## src/rtl/cache_axi_bridge.sv

```systemverilog
// rtl/cache_axi_bridge.sv - cache/uncache request interface to AXI burst bridge
//
// Purpose: accepts one read and one write request at a time from the cache
// select mux and turns each into an AXI INCR burst. Read data is passed back
// word by word; a read to the line of an in-flight write waits until the
// write response has been received.
//
// Ports:
//   clk, rst                   clock, synchronous active-high reset
//   rd_req/rd_type/rd_addr     read request; rd_rdy accepts it
//   ret_valid/ret_last/ret_data read return stream (pass-through of R channel)
//   wr_req/wr_type/wr_addr     write request with wr_wstrb and wr_data line buffer;
//                              wr_rdy accepts it
//   ar*/r*                     AXI read address and read data channels
//   aw*/w*/b*                  AXI write address, write data and response channels
module cache_axi_bridge #(
  parameter int         LINE_WORDS = 4,
  parameter logic [3:0] RID_VAL    = 4'd0,
  parameter logic [3:0] WID_VAL    = 4'd1
) (
  input  logic                      clk,
  input  logic                      rst,
  input  logic                      rd_req,
  input  logic [2:0]                rd_type,
  input  logic [31:0]               rd_addr,
  output logic                      rd_rdy,
  output logic                      ret_valid,
  output logic                      ret_last,
  output logic [31:0]               ret_data,
  input  logic                      wr_req,
  input  logic [2:0]                wr_type,
  input  logic [31:0]               wr_addr,
  input  logic [3:0]                wr_wstrb,
  input  logic [32*LINE_WORDS-1:0]  wr_data,
  output logic                      wr_rdy,
  output logic [3:0]                arid,
  output logic [31:0]               araddr,
  output logic [7:0]                arlen,
  output logic [2:0]                arsize,
  output logic [1:0]                arburst,
  output logic                      arvalid,
  input  logic                      arready,
  input  logic [3:0]                rid,
  input  logic [31:0]               rdata,
  input  logic [1:0]                rresp,
  input  logic                      rlast,
  input  logic                      rvalid,
  output logic                      rready,
  output logic [3:0]                awid,
  output logic [31:0]               awaddr,
  output logic [7:0]                awlen,
  output logic [2:0]                awsize,
  output logic [1:0]                awburst,
  output logic                      awvalid,
  input  logic                      awready,
  output logic [3:0]                wid,
  output logic [31:0]               wdata,
  output logic [3:0]                wstrb,
  output logic                      wlast,
  output logic                      wvalid,
  input  logic                      wready,
  input  logic [3:0]                bid,
  input  logic [1:0]                bresp,
  input  logic                      bvalid,
  output logic                      bready
);

  localparam int         OFF      = $clog2(4 * LINE_WORDS);
  localparam logic [7:0] LINE_LEN = 8'(LINE_WORDS - 1);
  localparam logic [2:0] T_LINE   = 3'b100;

  typedef enum logic [1:0] {R_IDLE, R_AR, R_DATA} r_state_t;
  typedef enum logic [1:0] {W_IDLE, W_AW, W_DATA, W_RESP} w_state_t;

  r_state_t r_state, r_next;
  w_state_t w_state, w_next;

  logic [31:0]              r_addr;
  logic [2:0]               r_type;
  logic [31:0]              w_addr;
  logic [2:0]               w_type;
  logic [3:0]               w_strb;
  logic [32*LINE_WORDS-1:0] w_buf;
  logic [7:0]               cnt;
  logic                     hazard;

  // Only one transaction per channel is ever outstanding, so IDs and
  // response codes carry no information for this bridge.
  logic unused_ok;
  assign unused_ok = ^{rid, rresp, bid, bresp};

  // A read must not overtake a write to the same line: either one already in
  // flight, or one being accepted this very cycle (the write wins).
  assign wr_rdy = (w_state == W_IDLE);
  assign hazard = ((w_state != W_IDLE) && (rd_addr[31:OFF] == w_addr[31:OFF])) ||
                  (wr_req && wr_rdy && (rd_addr[31:OFF] == wr_addr[31:OFF]));

  assign arid    = RID_VAL;
  assign araddr  = r_addr;
  assign arlen   = (r_type == T_LINE) ? LINE_LEN : 8'd0;
  assign arsize  = (r_type == T_LINE) ? 3'd2 : {1'b0, r_type[1:0]};
  assign arburst = 2'b01;

  assign awid    = WID_VAL;
  assign wid     = WID_VAL;
  assign awaddr  = w_addr;
  assign awlen   = (w_type == T_LINE) ? LINE_LEN : 8'd0;
  assign awsize  = (w_type == T_LINE) ? 3'd2 : {1'b0, w_type[1:0]};
  assign awburst = 2'b01;
  assign wstrb   = (w_type == T_LINE) ? 4'hF : w_strb;
  assign wlast   = (cnt == awlen);

  assign ret_data = rdata;

  always_comb begin
    wdata = 32'd0;
    for (int i = 0; i < LINE_WORDS; i++) begin
      if (cnt == 8'(i)) wdata = w_buf[32*i +: 32];
    end
  end

  always_ff @(posedge clk) begin
    if (rst) begin
      r_state <= R_IDLE;
      r_addr  <= 32'd0;
      r_type  <= 3'd0;
    end else begin
      r_state <= r_next;
      if (rd_req && rd_rdy) begin
        r_addr <= rd_addr;
        r_type <= rd_type;
      end
    end
  end

  always_comb begin
    r_next    = r_state;
    rd_rdy    = 1'b0;
    arvalid   = 1'b0;
    rready    = 1'b0;
    ret_valid = 1'b0;
    ret_last  = 1'b0;
    case (r_state)
      R_IDLE: begin
        rd_rdy = !hazard;
        if (rd_req && !hazard) r_next = R_AR;
      end
      R_AR: begin
        arvalid = 1'b1;
        if (arready) r_next = R_DATA;
      end
      R_DATA: begin
        rready    = 1'b1;
        ret_valid = rvalid;
        ret_last  = rlast;
        if (rvalid && rlast) r_next = R_IDLE;
      end
      default: r_next = R_IDLE;
    endcase
  end

  always_ff @(posedge clk) begin
    if (rst) begin
      w_state <= W_IDLE;
      w_addr  <= 32'd0;
      w_type  <= 3'd0;
      w_strb  <= 4'd0;
      w_buf   <= '0;
      cnt     <= 8'd0;
    end else begin
      w_state <= w_next;
      if (wr_req && wr_rdy) begin
        w_addr <= wr_addr;
        w_type <= wr_type;
        w_strb <= wr_wstrb;
        w_buf  <= wr_data;
      end
      if (wvalid && wready) begin
        cnt <= wlast ? 8'd0 : cnt + 8'd1;
      end
    end
  end

  always_comb begin
    w_next  = w_state;
    awvalid = 1'b0;
    wvalid  = 1'b0;
    bready  = 1'b0;
    case (w_state)
      W_IDLE: if (wr_req) w_next = W_AW;
      W_AW: begin
        awvalid = 1'b1;
        if (awready) w_next = W_DATA;
      end
      W_DATA: begin
        wvalid = 1'b1;
        if (wready && wlast) w_next = W_RESP;
      end
      W_RESP: begin
        bready = 1'b1;
        if (bvalid) w_next = W_IDLE;
      end
      default: w_next = W_IDLE;
    endcase
  end

endmodule

```

## config.mk

```make
export PLATFORM = sky130hd
export DESIGN_NAME = cache_axi_bridge
export DESIGN_NICKNAME = d
export VERILOG_FILES = /design/src/rtl/cache_axi_bridge.sv
export SDC_FILE = /design/constraint.sdc
export NUM_CORES = 1
export LEC_CHECK = 0
export ABC_AREA = 1
export CORE_MARGIN = 2
export CORE_UTILIZATION = 40
export DETAILED_ROUTE_END_ITERATION = 10
export GPL_TIMING_DRIVEN = 0
export PLACE_DENSITY = 0.84
export SLEW_MARGIN = 20
export SYNTH_ARGS = -nofsm -noshare
export SYNTH_HDL_FRONTEND = slang
export SYNTH_SLANG_ARGS = --single-unit
```

## constraint.sdc

```tcl
create_clock -name clk -period 1.8 [get_ports clk]
set_input_delay 0.36 -clock clk [delete_from_list [all_inputs] [get_ports clk]]
set_output_delay 0.36 -clock clk [all_outputs]
set_load 0.05 [all_outputs]
```

# Word level (Yosys, flattened, before mapping)
# Cells that the tools add are included.
dict set report totals {
  elab_cells 73
  out_inout_bits 180
  inputBits 256
  regBits 214
}
dict set report classes {
  addsub 1
  reduce_logical 16
  n_mux 27
  eq_ne 20
}
# cell n
set ops {}
lappend ops {{32-bit 2-to-1 mux} 4}
lappend ops {{28-bit == test} 2}
lappend ops {{2-bit 2-to-1 mux} 11}
lappend ops {{8-bit by 2-bit == test with 1-bit output (second input constant)} 2}
lappend ops {{2-bit inequality test (second input constant)} 7}
lappend ops {{8-bit by 1-bit adder with 8-bit output (second input constant)} 1}
lappend ops {{8-bit by 1-bit == test with 1-bit output (second input constant)} 1}
lappend ops {{8-bit by 2-bit == test with 1-bit output} 1}
lappend ops {{1-bit logical AND} 8}
lappend ops {{8-bit logical NOT} 1}
lappend ops {{1-bit 2-to-1 mux} 8}
lappend ops {{8-bit 2-to-1 mux} 1}
lappend ops {{2-bit one-hot mux with 4 select lines} 1}
lappend ops {{2-bit == test (second input constant)} 3}
lappend ops {{3-bit == test (second input constant)} 2}
lappend ops {{2-bit one-hot mux with 3 select lines} 1}
lappend ops {{2-bit by 1-bit == test with 1-bit output (second input constant)} 2}
lappend ops {{2-bit logical NOT} 2}
lappend ops {{4-bit 2-to-1 mux} 1}
lappend ops {{4-bit AND reduction} 1}
lappend ops {{3-bit AND reduction} 1}
lappend ops {{2-bit nonzero test} 1}
lappend ops {{1-bit logical NOT} 1}
lappend ops {{1-bit logical OR} 1}

# Logic depth before layout (Yosys ltp)
dict set report logic_depth {
  ltp_word 8
  mapped_depth 15
  ltp_nobuf 14
}

# Worst setup path after synthesis
# Ideal clock, no wire load.
dict set report synth_path {
  kind {reg2out}
  startpoint {register cnt[1]}
  endpoint {output port wdata[16]}
  required_time_ps 1440
  slack_ps -652
  n_path_buf 1
  stages_incl_launch_ff 9
  arrival_time_ps 2092
  cell_sequence {dfxtp_1 -> inv_1 -> ha_1 -> inv_1 -> clkbuf_1 -> nand2_1 -> o21ai_0 -> nand2_1 -> a21oi_1}
}
dict set report synth_via {
  elab_chain_len 5
  word_cells_on_any_way 8
  cone_classes {eq/ne (3); mux (4); reduce/logical (1)}
}
# element line
set synth_lines {}
lappend synth_lines {{from (decl)} 84} ;# logic [7:0] cnt;
lappend synth_lines {{from (signal assigned)} 179} ;# cnt <= wlast ? 8'd0 : cnt + 8'd1;
lappend synth_lines {{8-bit logical NOT} 118} ;# if (cnt == 8'(i)) wdata = w_buf[32*i +: 32];
lappend synth_lines {{32-bit 2-to-1 mux (3 in a row)} 118}
lappend synth_lines {{32-bit 2-to-1 mux (*)} 118}
lappend synth_lines {{to (decl)} 57} ;# output logic [31:0] wdata,
# Every way passes the cells marked *; elsewhere a longest branch is shown, timed or not.

# Final worst setup path
dict set report layout_path {
  startpoint {register cnt[7]}
  endpoint {output port wdata[13]}
}
# The elaborated chain is that of the path after synthesis.

==> results.tsv <==
metric	value	unit
I/O pins	436	
Yosys warning total	0	
Finished Core Util	68.83	%
initial antenna violation count	6	
setup violators final	87	
drt first pass iters	5	
routing usage on met2	51.29	%
cts hold-fix bufs	0	
max cap viols	0	
dpl hpwl	32220	um
Final period util	155.0	%
clk sinks	214	
critical path's most frequent cell	buf_6	
Pleak	7.878	nW
HP Class	input port to flop	
Crit Path Category	flop to output port	
register area share after synthesis	39.80	%
# rows	60	
CTS tree	yes	
Final Hold Vio Count	0	
DRC	0	
most common cell after layout, fill and taps aside	nor2_1	
fin. max-slew vios	0	
total wire length	48100	um
Overall Power	24.02	mW
FF/Latch Area	4313	um^2
area leader, netlist	dfxtp_1	
CP cell instances	inv_2 > nand2_2 > nor3_4 > nand2_4 > buf_12 > nor2_4 > buf_6 > buf_8 > buf_6 > a21oi_4 > a21oi_4 > buf_6	
crit path DAT	2.43	ns
combinational family with the most area after synthesis	simple AND/OR/NAND/NOR gates	
fin nets	2355	
Die X	168.0	um
status	finished with violations	
Synth Register Bits	214	
Initial Utilization	40.39	%
Synth Area in Adders	1.046	%
cell area power density	1310	nW/um^2
Compound-Gate Fraction of Synth Area	16.18	%
Layout fillers	1986	
switching part of the total	43.36	%
f_max	0.3584	GHz
Tot GR Track Use	30.92	%
clock root cell	clkbuf_16	
CTS Buf Count	26	
Critical-path top delay cell	dfxtp_2	
Worst Path Max Fanout	5	
VDD IR-drop max	1011	uV
largest net degree at the start of global routing	13	
Simple-Gate Fraction of Synth Area	27.90	%
Flop pwr share	28.3	%
area share of the largest cell type after synthesis	39.80	%
most frequent cells in the layout	nor2_1, clkdlybuf4s50_1, nand2_1	
Comb power frac	50.2	%
first-pass GRT wire length	68530	um
CP startpoint kind	flop	
post-synth cell types	32	
Multi-input gate area	6436	um^2
Crit path largest cell delay	0.32	ns
Die Ht	168.0	um
Worst-Skew Late Latency	0.53	ns
CP Capture Type	output port	
Critical Path RT	1.44	ns
vias post-DR	13192	
gr ovfl total	0	
Internal	13.61	mW
fraction of layout cells with a size suffix above 1	27.60	%
Final GP Congestion	0.9549	
final instance area	18340	um^2
Die Area	28240	um^2
Via-to-Cell Ratio	5.371	
Rel. slew slack	55.75	%
setup ws final	-0.9904	ns
setup_tns	-51.82	ns
most used routing layer	met2	
vias in the first global route	12670	
Finished Layout Cells	2456	
largest cells by area after synthesis	dfxtp_1, nor2_1, nand2_1	
met1 usage	38.58	%
CTS max path bufs	3	
dpl cells	2324	
core box area	26650	um^2
switching power total	10.42	mW
Worst-path clk slew	0.06	ns
Syn Inst Count	1596	
Synth Area in XOR/XNOR	1.546	%
WL per Instance	19.58	um
RSZ-0062 raised after global routing	yes	
syn avg cell area	6.744	um^2
Area growth syn-to-layout	70.42	%
Netlist Area Pre-Place	10760	um^2
Placed Area	15350	um^2
multiplexer area fraction after synthesis	0	%
GR Layer Usage met3	5.407	%
clock power share	21.6	%
drt first-iter violations	1124	
Antenna Nets Post-Route	0	
number of H-tree levels	1	
Port Buf Inserts	359	
Tightest Pin Transition	0.6637	ns
post-route minimum period	2.790	ns
Clock Skews	0.01748	ns
failing checks	negative setup slack	
metal layers:
layer / share of wire (%) / vias to the layer above
met1: 39 / 6133
met4: 6.7 / 0
met3: 8.1 / 232
li1: - / 6024
met2: 47 / 803
met5: 0 / -
cell type report:
class	instances	share of cell area [%]
Multi-Input combinational cell	1110	35.09
Sequential cell	214	23.51
Buffer	161	6.466
Inverter	138	2.974
Clock buffer	36	4.249
Tap cell	341	2.326
Timing Repair Buffer	439	24.92
Antenna cell	6	0.08185
Clock inverter	11	0.3820
worst max-delay path: cells and delay by family, from the launching register on:
family / cells / cell delay, ns
simple gates: 4 / 0.56
flops: 1 / 0.32
compound gates: 2 / 0.20
buf+inv: 6 / 0.81
synth_stat cells:
cell / instances
nand4_1: 41
inv_1: 134
ha_1: 9
nor3_4: 1
clkinv_1: 2
nor2_4: 1
nor3b_1: 1
o21ai_0: 188
dfxtp_1: 214
nand2_4: 2
nand2_1: 258
conb_1: 2
clkbuf_1: 73
o22ai_1: 26
a21oi_1: 123
nor4_1: 1
nor2_1: 320
nand3_4: 1
buf_2: 12
buf_6: 9
o21ai_1: 1
buf_4: 64
xnor2_1: 16
a21oi_2: 2
nor3_1: 36
nor2_2: 33
xor2_1: 3
nand3_1: 9
buf_1: 4
nor2_8: 1
inv_2: 2
or2_2: 7
final timing paths:
kind | start | to | slack [ns] | depth (start not counted)
worst min-delay path | rst | cnt[0]$_SDFFE_PP0P_ | 0.28 | 2
worst max register to register | w_state[0]$_SDFFE_PP0P_ | araddr[12]$_SDFFE_PP0P_ | -0.59 | 21
worst max-delay path | cnt[7]$_SDFFE_PP0P_ | wdata[13] | -0.99 | 12
worst min register to register | w_buf[60]$_SDFFE_PP0P_ | w_buf[60]$_SDFFE_PP0P_ | 0.48 | 2
sequential cells by signal, summed over array words and instances, names as in the netlist:
register / cells
r_type: 3
awaddr: 32
w_strb: 4
w_buf: 128
r_state: 2
araddr: 32
w_type: 3
cnt: 8
w_state: 2
power by group through the flow:
stage,logic (mW),clock network [mW],registers (mW)
detailed placement,9.63,0,6.69
global placement,9.48,0,6.64
CTS,11.2,5.21,6.67
floorplan,5.56,0,7.46
global route,12.6,5.41,6.88
finish,12.0,5.18,6.80
timing repair:
item | CTS | global route
gates cloned | 13 | 1
pin swaps | 45 | 43
endpoints found under the setup margin | 280 | 219
gates resized for setup | 755 | 170
buffers inserted | 46 | 24
per-stage QoR:
step	hold slack, ns	worst slack [ns]
5_1_grt	0.2981	-1.043
4_1_cts	0.2542	-0.9483
2_1_floorplan	0.4303	-0.1991
3_3_place_gp	0.4409	-1.300
3_5_place_dp	0.4481	-1.311
6_report	0.2798	-0.9904
kinds of logic (layout without fill, tap and decap cells):
kind of cell,count (synthesis),after routing
flip-flops,214,214
buffers and inverters,300,785
other,2,36
adder cells (fa/ha/maj),9,9
XOR/XNOR,19,19
AO/OA/AOI/OAI,340,340
AND/OR/NAND/NOR,712,712
Note: power is estimated with default switching activity, not from simulation.
